## src/rtl/wb_master_bridge.sv

```systemverilog
// wb_master_bridge
//   Bridges a simple valid/ready request port with a one-cycle response pulse
//   onto a Wishbone classic master. One bus cycle can be in flight while a
//   second request waits in a one-entry buffer. A bus cycle ends on ack, on
//   err, or when stb has been high for TIMEOUT_CYCLES cycles with no answer.
//   Every bus cycle is followed by one idle cycle with cyc low.
//
//   State | meaning
//   IDLE  | no bus cycle, buffer empty
//   BUS   | cyc/stb high, waiting for ack/err/timeout
//   RESP  | response pulse cycle, bus idle; launches buffered request if any
//
// Ports
//   wb_clk_i, wb_rst_i      clock, synchronous active-high reset
//   req_valid_i/req_ready_o request handshake; ready = buffer empty
//   req_addr_i, req_we_i    request address and direction
//   req_be_i, req_wdata_i   write byte enables and data
//   resp_valid_o            one-cycle response pulse
//   resp_rdata_o/resp_err_o response data and error flag, held between pulses
//   wbm_*                   Wishbone classic master signals
module wb_master_bridge #(
  parameter int ADDR_W         = 32,
  parameter int DATA_W         = 32,
  parameter int TIMEOUT_CYCLES = 256,
  parameter int TO_CNT_W       = 9
) (
  input  logic                  wb_clk_i,
  input  logic                  wb_rst_i,
  input  logic                  req_valid_i,
  output logic                  req_ready_o,
  input  logic [ADDR_W-1:0]     req_addr_i,
  input  logic                  req_we_i,
  input  logic [DATA_W/8-1:0]   req_be_i,
  input  logic [DATA_W-1:0]     req_wdata_i,
  output logic                  resp_valid_o,
  output logic [DATA_W-1:0]     resp_rdata_o,
  output logic                  resp_err_o,
  output logic [ADDR_W-1:0]     wbm_adr_o,
  output logic [DATA_W-1:0]     wbm_dat_o,
  input  logic [DATA_W-1:0]     wbm_dat_i,
  output logic                  wbm_we_o,
  output logic [DATA_W/8-1:0]   wbm_sel_o,
  output logic                  wbm_stb_o,
  output logic                  wbm_cyc_o,
  input  logic                  wbm_ack_i,
  input  logic                  wbm_err_i
);

  localparam int SEL_W = DATA_W / 8;
  localparam logic [TO_CNT_W-1:0] TO_LAST = TO_CNT_W'(TIMEOUT_CYCLES - 1);
  localparam bit TO_EN = (TIMEOUT_CYCLES > 0);

  typedef enum logic [1:0] {
    ST_IDLE = 2'd0,
    ST_BUS  = 2'd1,
    ST_RESP = 2'd2
  } state_t;

  state_t state_q, state_d;

  logic              buf_vld_q, buf_vld_d;
  logic [ADDR_W-1:0] buf_adr_q, buf_adr_d;
  logic              buf_we_q, buf_we_d;
  logic [SEL_W-1:0]  buf_sel_q, buf_sel_d;
  logic [DATA_W-1:0] buf_dat_q, buf_dat_d;

  logic [ADDR_W-1:0] adr_q, adr_d;
  logic [DATA_W-1:0] dat_q, dat_d;
  logic              we_q, we_d;
  logic [SEL_W-1:0]  sel_q, sel_d;
  logic              cyc_q, cyc_d;

  logic [TO_CNT_W-1:0] to_cnt_q, to_cnt_d;

  logic              resp_vld_q, resp_vld_d;
  logic              resp_err_q, resp_err_d;
  logic [DATA_W-1:0] resp_rdata_q, resp_rdata_d;

  logic             accept;
  logic             bus_done;
  logic             timeout_hit;
  logic             terminate;
  logic             launch_buf;
  logic             launch_req;
  logic [SEL_W-1:0] req_sel;

  assign req_ready_o = ~buf_vld_q;
  assign accept      = req_valid_i & req_ready_o;
  assign bus_done    = wbm_ack_i | wbm_err_i;
  // to_cnt_q counts completed silent stb cycles, so the last allowed stb
  // cycle is the one where it reads TIMEOUT_CYCLES-1. An answer in that same
  // cycle still wins over the timeout.
  assign timeout_hit = TO_EN && (to_cnt_q == TO_LAST) && !bus_done;
  assign terminate   = (state_q == ST_BUS) && (bus_done || timeout_hit);
  assign launch_buf  = (state_q == ST_RESP) && buf_vld_q;
  // A request arriving in RESP with an empty buffer goes straight out, which
  // still keeps the mandatory idle cycle.
  assign launch_req  = accept && ((state_q == ST_IDLE) || (state_q == ST_RESP));
  assign req_sel     = req_we_i ? req_be_i : {SEL_W{1'b1}};

  // State register
  always_ff @(posedge wb_clk_i) begin
    if (wb_rst_i) state_q <= ST_IDLE;
    else          state_q <= state_d;
  end

  // Next-state logic
  always_comb begin
    state_d = state_q;
    case (state_q)
      ST_IDLE: if (accept) state_d = ST_BUS;
      ST_BUS:  if (terminate) state_d = ST_RESP;
      ST_RESP: state_d = (buf_vld_q || accept) ? ST_BUS : ST_IDLE;
      default: state_d = ST_IDLE;
    endcase
  end

  // Output / datapath next values
  always_comb begin
    buf_vld_d    = buf_vld_q;
    buf_adr_d    = buf_adr_q;
    buf_we_d     = buf_we_q;
    buf_sel_d    = buf_sel_q;
    buf_dat_d    = buf_dat_q;
    adr_d        = adr_q;
    dat_d        = dat_q;
    we_d         = we_q;
    sel_d        = sel_q;
    cyc_d        = cyc_q;
    to_cnt_d     = to_cnt_q;
    resp_vld_d   = 1'b0;
    resp_err_d   = resp_err_q;
    resp_rdata_d = resp_rdata_q;

    if (launch_buf) begin
      adr_d     = buf_adr_q;
      dat_d     = buf_dat_q;
      we_d      = buf_we_q;
      sel_d     = buf_sel_q;
      cyc_d     = 1'b1;
      to_cnt_d  = '0;
      buf_vld_d = 1'b0;
    end else if (launch_req) begin
      adr_d    = req_addr_i;
      dat_d    = req_wdata_i;
      we_d     = req_we_i;
      sel_d    = req_sel;
      cyc_d    = 1'b1;
      to_cnt_d = '0;
    end

    if (state_q == ST_BUS) begin
      if (accept) begin
        buf_vld_d = 1'b1;
        buf_adr_d = req_addr_i;
        buf_we_d  = req_we_i;
        buf_sel_d = req_sel;
        buf_dat_d = req_wdata_i;
      end
      if (terminate) begin
        cyc_d        = 1'b0;
        we_d         = 1'b0;
        resp_vld_d   = 1'b1;
        // Timeout reports as error; err wins over a simultaneous ack.
        resp_err_d   = !bus_done || wbm_err_i;
        resp_rdata_d = (bus_done && !wbm_err_i && !we_q) ? wbm_dat_i : '0;
      end else if (TO_EN) begin
        to_cnt_d = to_cnt_q + 1'b1;
      end
    end
  end

  always_ff @(posedge wb_clk_i) begin
    if (wb_rst_i) begin
      buf_vld_q    <= 1'b0;
      buf_adr_q    <= '0;
      buf_we_q     <= 1'b0;
      buf_sel_q    <= '0;
      buf_dat_q    <= '0;
      adr_q        <= '0;
      dat_q        <= '0;
      we_q         <= 1'b0;
      sel_q        <= '0;
      cyc_q        <= 1'b0;
      to_cnt_q     <= '0;
      resp_vld_q   <= 1'b0;
      resp_err_q   <= 1'b0;
      resp_rdata_q <= '0;
    end else begin
      buf_vld_q    <= buf_vld_d;
      buf_adr_q    <= buf_adr_d;
      buf_we_q     <= buf_we_d;
      buf_sel_q    <= buf_sel_d;
      buf_dat_q    <= buf_dat_d;
      adr_q        <= adr_d;
      dat_q        <= dat_d;
      we_q         <= we_d;
      sel_q        <= sel_d;
      cyc_q        <= cyc_d;
      to_cnt_q     <= to_cnt_d;
      resp_vld_q   <= resp_vld_d;
      resp_err_q   <= resp_err_d;
      resp_rdata_q <= resp_rdata_d;
    end
  end

  assign wbm_adr_o    = adr_q;
  assign wbm_dat_o    = dat_q;
  assign wbm_we_o     = we_q;
  assign wbm_sel_o    = sel_q;
  assign wbm_cyc_o    = cyc_q;
  assign wbm_stb_o    = cyc_q;
  assign resp_valid_o = resp_vld_q;
  assign resp_err_o   = resp_err_q;
  assign resp_rdata_o = resp_rdata_q;

endmodule
```

## config.mk

```make
export PLATFORM = sky130hd
export DESIGN_NAME = wb_master_bridge
export DESIGN_NICKNAME = d
export VERILOG_FILES = /design/src/rtl/wb_master_bridge.sv
export SDC_FILE = /design/constraint.sdc
export NUM_CORES = 1
export LEC_CHECK = 0
export ABC_AREA = 0
export ABC_CLOCK_PERIOD_IN_PS = 2000
export BUFFER_PORTS_ARGS = -buffer_cell sky130_fd_sc_hd__buf_2
export CORE_ASPECT_RATIO = 0.9
export CORE_MARGIN = 2
export CORE_UTILIZATION = 46
export DETAILED_ROUTE_END_ITERATION = 8
export HOLD_SLACK_MARGIN = 0.12
export PLACE_DENSITY = 0.75
export SLEW_MARGIN = 20
export SYNTH_ARGS = -nofsm -noshare
export SYNTH_HDL_FRONTEND = slang
export SYNTH_SLANG_ARGS = --single-unit
```

## constraint.sdc

```tcl
create_clock -name wb_clk_i -period 2 [get_ports wb_clk_i]
set_input_delay 0.4 -clock wb_clk_i [delete_from_list [all_inputs] [get_ports wb_clk_i]]
set_output_delay 0.4 -clock wb_clk_i [all_outputs]
set_load 0.03 [all_outputs]
```

==> impl_metrics.ini <==
[setup_path]
cp-end-kind = flop
critPathSlowestCell = or4b_4
crit_type = reg -> reg
crit_required_ns = 2.35
startpoint_type = flop
crit_family = simple AND/OR/NAND/NOR gates
cpPeakStageDelay_ns = 0.49
crit_top_cell = ha_2
path_cells = ha_2 -> nand3_2 -> nor2_1 -> ha_2 -> or4b_4 -> buf_4 -> or3_1 -> a21oi_1
cp_num_buf_inv = 1
path_max_fanout = 4
worstPathArrival_ns = 2.30

[pwr]
powerDensity_nw_per_um2 = 941
p_leak_nw = 4.20
ir_drop_mv = 0.607

[cts]
cts_root_buffer = clkbuf_16
cts_tree = done
htreeDepth = 4
path_clk_slew_ns = 0.07
clock_latency_ns = 0.43
ctsLongestPathBuffers = 2
clkSinkCount = 185
numCtsBuffers = 17
postCtsHoldBufs = 0

[run_status]
status = finished clean

[place]
numPortBuffers = 211
dpl.hpwl_um = 11800
placedInstanceArea_um2 = 8560
gp_congestion = 0.811

[timing]
fmax_mhz = 514
period_share_pct = 97.2
max_slew_margin_pct = 59.6
timing.hold.ws_ns = 0.179
fin_skew_ns = 0.00788
setup_viol = 0
fin_setup_tns_ns = 0
period_minus_slack_ns = 1.94
worstMarginPinSlew_ns = 0.602
finalHoldViolCount = 0
rsz0062_at_grt = yes
slew_violations = 0

[run]
maxCapViolCount = 0

[floorplan]
placeableCoreArea_um2 = 15300
die_h_um = 123
dieArea_um2 = 16600
io_pins = 212
start_util_pct = 46.8
num_rows = 43
die_x_um = 136

[global_routing]
grt_pass1_vias = 5892
grt_pass1_wl_um = 29500
grt_start_max_net_pins = 95
grt_usage_pct = 22.2
antenna_found_initial = 1
overflow = 0

[routing]
avgViaCountPerCell = 5.42
wl_met1_um = 8650
drtIter0Drc = 498
ant_nets = 0
dr_wl_met3_um = 1170
dr.pass1.iters = 5
top_layer = met4
wirelength_um = 18800
route.detailed.drc = 0
met2WireLength_um = 8720
wire_per_inst_um = 16.0
num_vias = 6385

[layout]
most-common-layout-cells = buf_2, dfxtp_1, a21oi_1
drive_above_1_share_pct = 29.6
final_util_pct = 60.0
area_growth_pct = 28.0
fin_area_um2 = 9190
final_common_cell = buf_2
final_nets = 1069

[synthesis]
syn-cell-area_um2 = 7180
synth_edf_count = 0
synth_cell_types = 45
synthesis.nets = 883
synth-main-ff-cell = dfxtp_1
ys_seq_area_share_pct = 51.6
synth_warnings = 0
synth_cells = 775
ys_seq_elements = 185
async_flop_share_pct = 0
synth.avg_cell_area_um2 = 9.27

[min_path]
hold_path_class = in -> reg
per-stage QoR:
step,total power [mW],cells,setup WS [ns]
6_report,8.65,1177,0.0563
5_1_grt,9.01,1176,-0.0179
4_1_cts,8.72,1174,0.00134
3_5_place_dp,5.44,1142,0.0124
3_3_place_gp,5.41,1142,0.0336
2_1_floorplan,4.93,775,0.0211
final cells by class:
class,instances,area [um^2]
Multi-Input combinational cell,510,3220
Fill cell,1364,6140
Timing Repair Buffer,238,1400
Sequential cell,185,3710
Tap cell,202,253
Inverter,9,33.8
Clock inverter,13,131
Clock buffer,19,443
Antenna cell,1,2.50
state kept, by name (all words and copies together) (netlist names):
name	cells
buf_adr_q	32
buf_dat_q	32
buf_sel_q	4
buf_vld_q	1
buf_we_q	1
resp_err_o	1
resp_rdata_o	32
resp_valid_o	1
state_q	2
to_cnt_q	9
wbm_adr_o	32
wbm_cyc_o	1
wbm_dat_o	32
wbm_sel_o	4
wbm_we_o	1
power by group:
group          internal, mW  total, mW  switching [mW]
clock network          1.78       3.29            1.51
registers              3.90       4.02           0.117
logic                 0.470       1.35           0.875
path summary, 6_finish.rpt:
kind / endpoint / from / cells after the start / slack (ns)
setup / recovery: to_cnt_q[3]$_SDFF_PP0_ / to_cnt_q[0]$_SDFF_PP0_ / 8 / 0.06
hold reg to reg: buf_adr_q[9]$_SDFFE_PP0P_ / buf_adr_q[9]$_SDFFE_PP0P_ / 2 / 0.45
setup reg to reg: to_cnt_q[3]$_SDFF_PP0_ / to_cnt_q[0]$_SDFF_PP0_ / 8 / 0.06
hold / removal: resp_rdata_o[24]$_SDFFE_PP0P_ / wbm_dat_i[24] / 2 / 0.18
timing repair:
action | CTS | global route
resized for setup | 0 | 9
setup buffers | 0 | 1
endpoints found under the setup margin | 0 | 40
metal layers:
| layer | GRT usage [%] | vias up |
|---|---|---|
| met5 | 0 | - |
| met4 | 6.51 | 0 |
| met3 | 6.69 | 22 |
| met2 | 34.5 | 185 |
| met1 | 29.8 | 3025 |
| li1 | - | 3153 |
cell usage after synthesis (2+ instances only):
master	count	area (um^2)
ha_1	2	25.0
clkbuf_1	39	146
mux2i_1	69	691
a22o_1	33	289
nand3_1	4	20.0
nor3_1	3	15.0
nand4_1	2	12.5
dfxtp_1	185	3700
a211oi_1	63	473
o22ai_1	2	12.5
and3_1	3	18.8
o32ai_1	3	26.3
buf_4	2	15.0
nor2_1	12	45.0
buf_1	4	15.0
o21ai_0	5	25.0
or3_1	3	18.8
a311oi_1	5	43.8
o31ai_1	3	22.5
nand2b_1	3	18.8
nand2_1	136	510
a21oi_1	138	691
inv_1	7	26.3
or4_1	3	22.5
buf_2	26	130
kinds of logic (layout without fill, tap and decap cells):
group           after synthesis  in the layout  share of synthesized area, %
other cells                   0              1                             0
compound gates              259            259                          22.8
simple gates                179            179                          10.8
flops                       185            185                          51.6
fa+ha+maj                     2              2                         0.348
buf+inv                      80            279                          4.74
mux                          70             70                          9.77
worst reg2reg max path, cell delays in order, from the launching register on:
cell and delay [ns]:
dfxtp_2 0.32, ha_2 0.18, nand3_2 0.08, nor2_1 0.05, ha_2 0.17, or4b_4 0.49
buf_4 0.17, or3_1 0.30, a21oi_1 0.12
(Power assumes the default switching activity.)
